**src/rtl/int_ctrl_pkg.sv**
```systemverilog
// Shared types and default parameters for the interrupt controller.
// Imported by int_ctrl and int_prio_enc.
package int_ctrl_pkg;

   localparam int             N_SRC_DEF    = 4;
   localparam int             VEC_W_DEF    = 10;
   localparam logic [9:0]     VEC_BASE_DEF = 10'd1008;
   localparam logic [3:0]     EN_RST_DEF   = 4'b0001;
   localparam int             VEC_STRIDE   = 4;
   localparam int             ID_W         = 2;

   typedef enum logic [1:0] {
      ST_IDLE    = 2'd0,
      ST_REQ     = 2'd1,
      ST_SERVICE = 2'd2
   } state_t;

endpackage

```
**src/rtl/int_prio_enc.sv**
```systemverilog
// Fixed-priority encoder: the lowest set index of req wins.
// Purely combinational.
module int_prio_enc
   import int_ctrl_pkg::*;
#(
   parameter int N_SRC = N_SRC_DEF
) (
   input  logic [N_SRC-1:0] req,
   output logic             valid,
   output logic [ID_W-1:0]  idx
);

   // Scan from the top down so the lowest set bit is the final assignment.
   always_comb begin
      valid = 1'b0;
      idx   = '0;
      for (int i = N_SRC - 1; i >= 0; i--) begin
         if (req[i]) begin
            valid = 1'b1;
            idx   = ID_W'(i);
         end
      end
   end

endmodule

```
**src/rtl/int_ctrl.sv**
```systemverilog
// Edge-triggered interrupt controller with pending/enable registers,
// fixed priority and a non-nesting IDLE/REQ/SERVICE handshake.
module int_ctrl
   import int_ctrl_pkg::*;
#(
   parameter int               N_SRC    = N_SRC_DEF,
   parameter int               VEC_W    = VEC_W_DEF,
   parameter logic [VEC_W-1:0] VEC_BASE = VEC_BASE_DEF,
   parameter logic [N_SRC-1:0] EN_RST   = EN_RST_DEF
) (
   input  logic             clk,
   input  logic             reset,
   input  logic [N_SRC-1:0] irq_in,
   input  logic             en_we,
   input  logic [N_SRC-1:0] en_in,
   input  logic             clr_we,
   input  logic [N_SRC-1:0] clr_in,
   input  logic             cpu_ack,
   input  logic             s_finish_interr,
   output logic             int_req,
   output logic [VEC_W-1:0] int_vec,
   output logic [ID_W-1:0]  int_id,
   output logic [N_SRC-1:0] pending,
   output logic             in_service
);

   state_t            state, state_d;
   logic [ID_W-1:0]   id_d;
   logic [N_SRC-1:0]  irq_q;
   logic [N_SRC-1:0]  enable;
   logic [N_SRC-1:0]  rise;
   logic [N_SRC-1:0]  sw_clr;
   logic [N_SRC-1:0]  ack_clr;
   logic              win_valid;
   logic [ID_W-1:0]   win_id;

   int_prio_enc #(.N_SRC(N_SRC)) u_prio (
      .req   (pending & enable),
      .valid (win_valid),
      .idx   (win_id)
   );

   assign rise    = irq_in & ~irq_q;
   assign sw_clr  = clr_we ? clr_in : '0;
   assign ack_clr = (state == ST_REQ && cpu_ack) ? (N_SRC'(1) << int_id) : '0;

   // A fresh edge is OR-ed in after the clears so it always survives.
   always_ff @(posedge clk or posedge reset) begin
      if (reset) begin
         irq_q   <= '0;
         pending <= '0;
         enable  <= EN_RST;
         state   <= ST_IDLE;
         int_id  <= '0;
      end else begin
         irq_q   <= irq_in;
         pending <= (pending & ~(sw_clr | ack_clr)) | rise;
         if (en_we) enable <= en_in;
         state   <= state_d;
         int_id  <= id_d;
      end
   end

   always_comb begin
      state_d = state;
      id_d    = int_id;
      case (state)
         ST_IDLE: begin
            if (win_valid) begin
               state_d = ST_REQ;
               id_d    = win_id;
            end
         end
         ST_REQ:     if (cpu_ack)         state_d = ST_SERVICE;
         ST_SERVICE: if (s_finish_interr) state_d = ST_IDLE;
         default:                         state_d = ST_IDLE;
      endcase
   end

   assign int_req    = (state == ST_REQ);
   assign in_service = (state == ST_SERVICE);
   assign int_vec    = VEC_BASE + VEC_W'(VEC_STRIDE) * VEC_W'(int_id);

endmodule

```
**config.mk**
```make
export PLATFORM = sky130hd
export DESIGN_NAME = int_ctrl
export DESIGN_NICKNAME = d
export VERILOG_FILES = /design/src/rtl/int_ctrl_pkg.sv /design/src/rtl/int_prio_enc.sv /design/src/rtl/int_ctrl.sv
export SDC_FILE = /design/constraint.sdc
export NUM_CORES = 1
export LEC_CHECK = 0
export CORE_AREA = 3 3 51 53
export CTS_CLUSTER_SIZE = 16
export DETAILED_ROUTE_END_ITERATION = 7
export DIE_AREA = 0 0 54 56
export GPL_TIMING_DRIVEN = 0
export HOLD_SLACK_MARGIN = 0.05
export PLACE_DENSITY = 0.76
export SKIP_CTS_REPAIR_TIMING = 1
export SLEW_MARGIN = 20
export SYNTH_ARGS = -nofsm -noshare
export SYNTH_HDL_FRONTEND = slang
export SYNTH_HIERARCHICAL = 1
export SYNTH_SLANG_ARGS = --single-unit
```
**constraint.sdc**
```tcl
create_clock -name clk -period 1.57 [get_ports clk]
set_clock_uncertainty 0.1 [all_clocks]
set_input_delay 0.157 -clock clk [delete_from_list [all_inputs] [get_ports clk]]
set_output_delay 0.157 -clock clk [all_outputs]
set_load 0.01 [all_outputs]
```
==> impl_metrics.yaml <==
run_status:
  run_status: "finished clean"
pwr:
  power.leakage_nw: 0.5894
  irDropWorstVdd_v: 0.0006603
  power_density_nw_per_um2: 1246
  power_mw: 1.473
critical_path:
  setup.worst_path.start_class: "flop"
  worstReg2RegStart: "enable[0]"
  crit_chain: "and2_4, nor2_1, nand2_1, nand2b_1, nor2_2, mux2_2"
  endpoint_kind: "flop"
  cp_max_fo: 3
  reg2reg_depth: 6
  crit_type: "reg2reg"
  reg2reg_slack_ns: 0.01
  crit_path_top_delay_cell: "dfstp_2"
  crit_family: "flip-flops"
  slowest_delay_ns: 0.54
  required_ns: 1.65
  cp_num_buf_inv: 0
  r2r-end: "int_id[1]"
  worstPathArrival_ns: 1.63
finish:
  fillers: 210
  syn_to_final_growth_pct: 51.93
  drive_gt1_share_pct: 27.93
  postLayoutCoreUtil_pct: 53.97
  multi_input_area_sq_um: 302.8
  insertedDiodeCount: 0
  final_area_sq_um: 1182
  nets: 130
  layout.area.seq_sq_um: 404.1
floorplan:
  die_area_sq_um: 3024
  ios: 36
  die_w_microns: 54
  start_util_pct: 35.52
  die_h_microns: 56
  core_sq_um: 2191
  core.rowCount: 17
synthesis:
  ys_ff_latch: 16
  async_reset_ff_share_pct: 100.0
  synth-edff-count: 0
  avgSynthCellArea_sq_um: 10.96
  syn_inst: 71
  ys_seq_area_share_pct: 51.61
  syn_area_sq_um: 778.2
  ys.flop_type: "dfrtp_1"
  ys_types: 22
  yosysWarnings: 6
clock_tree:
  clock_sink_count: 16
  cts_tree: "yes"
  cts_buffers: 3
  clock_latency_ns: 0.28
  root_buffer: "clkbuf_4"
  clkTransAtPathRegs_ns: 0.09
  clockBufferDepth: 2
  cts_max_level: 1
global_routing:
  grt_usage_pct: 11.06
  grt_pass1_vias: 571
  grt.overflow.total: 0
  grt_pass1_wl_mm: 2.470
  antenna_found_initial: 0
  grt_max_degree: 17
timing:
  tns_ns: 0
  fin_crit_ns: 1.557
  hold_violations: 0
  rsz0062_at_grt: "true"
  whs_ns: 0.1396
  clock.fmax_mhz: 642.1
  fin_crit_sh_pct: 99.20
  tightest_slew_ns: 0.6198
  slew_headroom_pct: 58.63
  setup_violations: 0
  slew_viol_final: 0
route:
  wl_met2_microns: 812
  routed_via_density: 4.230
  drt_wl_total_mm: 1.593
  via_count: 588
  firstDrtPassIters: 4
  top_layer: "met3"
  antenna_left: 0
  wl_per_cell_microns: 11.46
  wl_met3_microns: 141
  drtIter0Drc: 7
  met1_length_microns: 639
  post-route-drc-count: 0
placed_design:
  placed_area_sq_um: 1106
  io_buffers: 27
  place_congestion: 0.7674
  hpwl_mm: 1.224
min_path:
  hold_class: "in2async"
job:
  drv_cap: 0
## metal layers
layer  GRT usage (%)  vias up
met5               0        -
met4           5.338        0
met3           2.681        0
met2           16.96       22
met1           14.17      267
li1                -      299
## area by class of cell
cell class                 instances  share of cell area (%)
timing repair buffer              30                   25.61
inverter                           7                   2.222
tap                               28                   2.963
multi-input combinational         44                   25.61
clock buffer                       4                   3.069
buffer                            10                   6.349
sequential                        16                   34.18
## flip-flops by register name, summed over array words and instances (netlist names)
signal	count
state	2
enable	4
pending	4
irq_q	4
int_id	2
## Yosys cell counts, drive strengths merged, types with 2 or more instances
master   n  area [sq um]
dfrtp   15         375.4
buf     10         75.07
inv      7         26.28
mux2     6         67.56
nand2    6         22.52
and2     4         25.02
a32o     3         30.03
nor2     3         11.26
a21oi    2         13.76
conb     2         7.510
nand2b   2         12.51
nand4b   2         17.52
## power breakdown
group | leakage [nW] | switching (mW) | internal [mW]
Clock | 0.0210 | 0.126 | 0.141
Sequential | 0.186 | 0.0847 | 0.501
Combinational | 0.382 | 0.227 | 0.394
## cells by family (layout without fill, tap and decap cells)
family	count (synthesis)	in the layout	share of synthesized area, %
compound gates	7	7	7.557
buf+inv	17	51	13.02
flops	16	16	51.61
mux	6	6	8.681
other cells	2	8	0.9650
simple gates	23	23	18.17
## per-stage QoR
| stage | instances | worst slack (ns) |
|---|---|---|
| 2_1_floorplan | 77 | 0.06018 |
| 3_3_place_gp | 132 | -0.01782 |
| 3_5_place_dp | 132 | -0.03929 |
| 4_1_cts | 136 | -0.1756 |
| 5_1_grt | 139 | -0.04453 |
| 6_report | 139 | 0.01256 |
## placed cells by master (no fill, tap or decap), drive strengths merged
master / Yosys / routed
a21oi: 2 / 2
nand2: 6 / 6
nand4b: 2 / 2
clkdlybuf4s50: 0 / 23
nor2: 3 / 3
a22o: 1 / 1
dfstp: 1 / 1
o22ai: 1 / 1
and4bb: 1 / 1
a32o: 3 / 3
nand4: 1 / 1
and2: 4 / 4
nor3: 1 / 1
and2b: 1 / 1
inv: 7 / 7
or2b: 1 / 1
mux2: 6 / 6
clkbuf: 0 / 4
nand2b: 2 / 2
buf: 10 / 13
conb: 2 / 8
dlymetal6s2s: 0 / 4
nor2b: 1 / 1
dfrtp: 15 / 15
## worst reg2reg max path, cell delays in order, from the launching register on
cell,delay [ns]
dfstp_2,0.54
and2_4,0.15
nor2_1,0.04
nand2_1,0.06
nand2b_1,0.08
nor2_2,0.13
mux2_2,0.34
## worst max path at each step
stage               startpoint  cells past startpoint        end
floorplan            enable[0]                      6  int_id[0]
global placement     enable[0]                      6  int_id[1]
detailed placement   enable[0]                      6  int_id[1]
CTS                   state[1]                      2    int_req
global route         enable[0]                      6  int_id[1]
finish               enable[0]                      6  int_id[1]
Power figures use the tool's default switching activity.
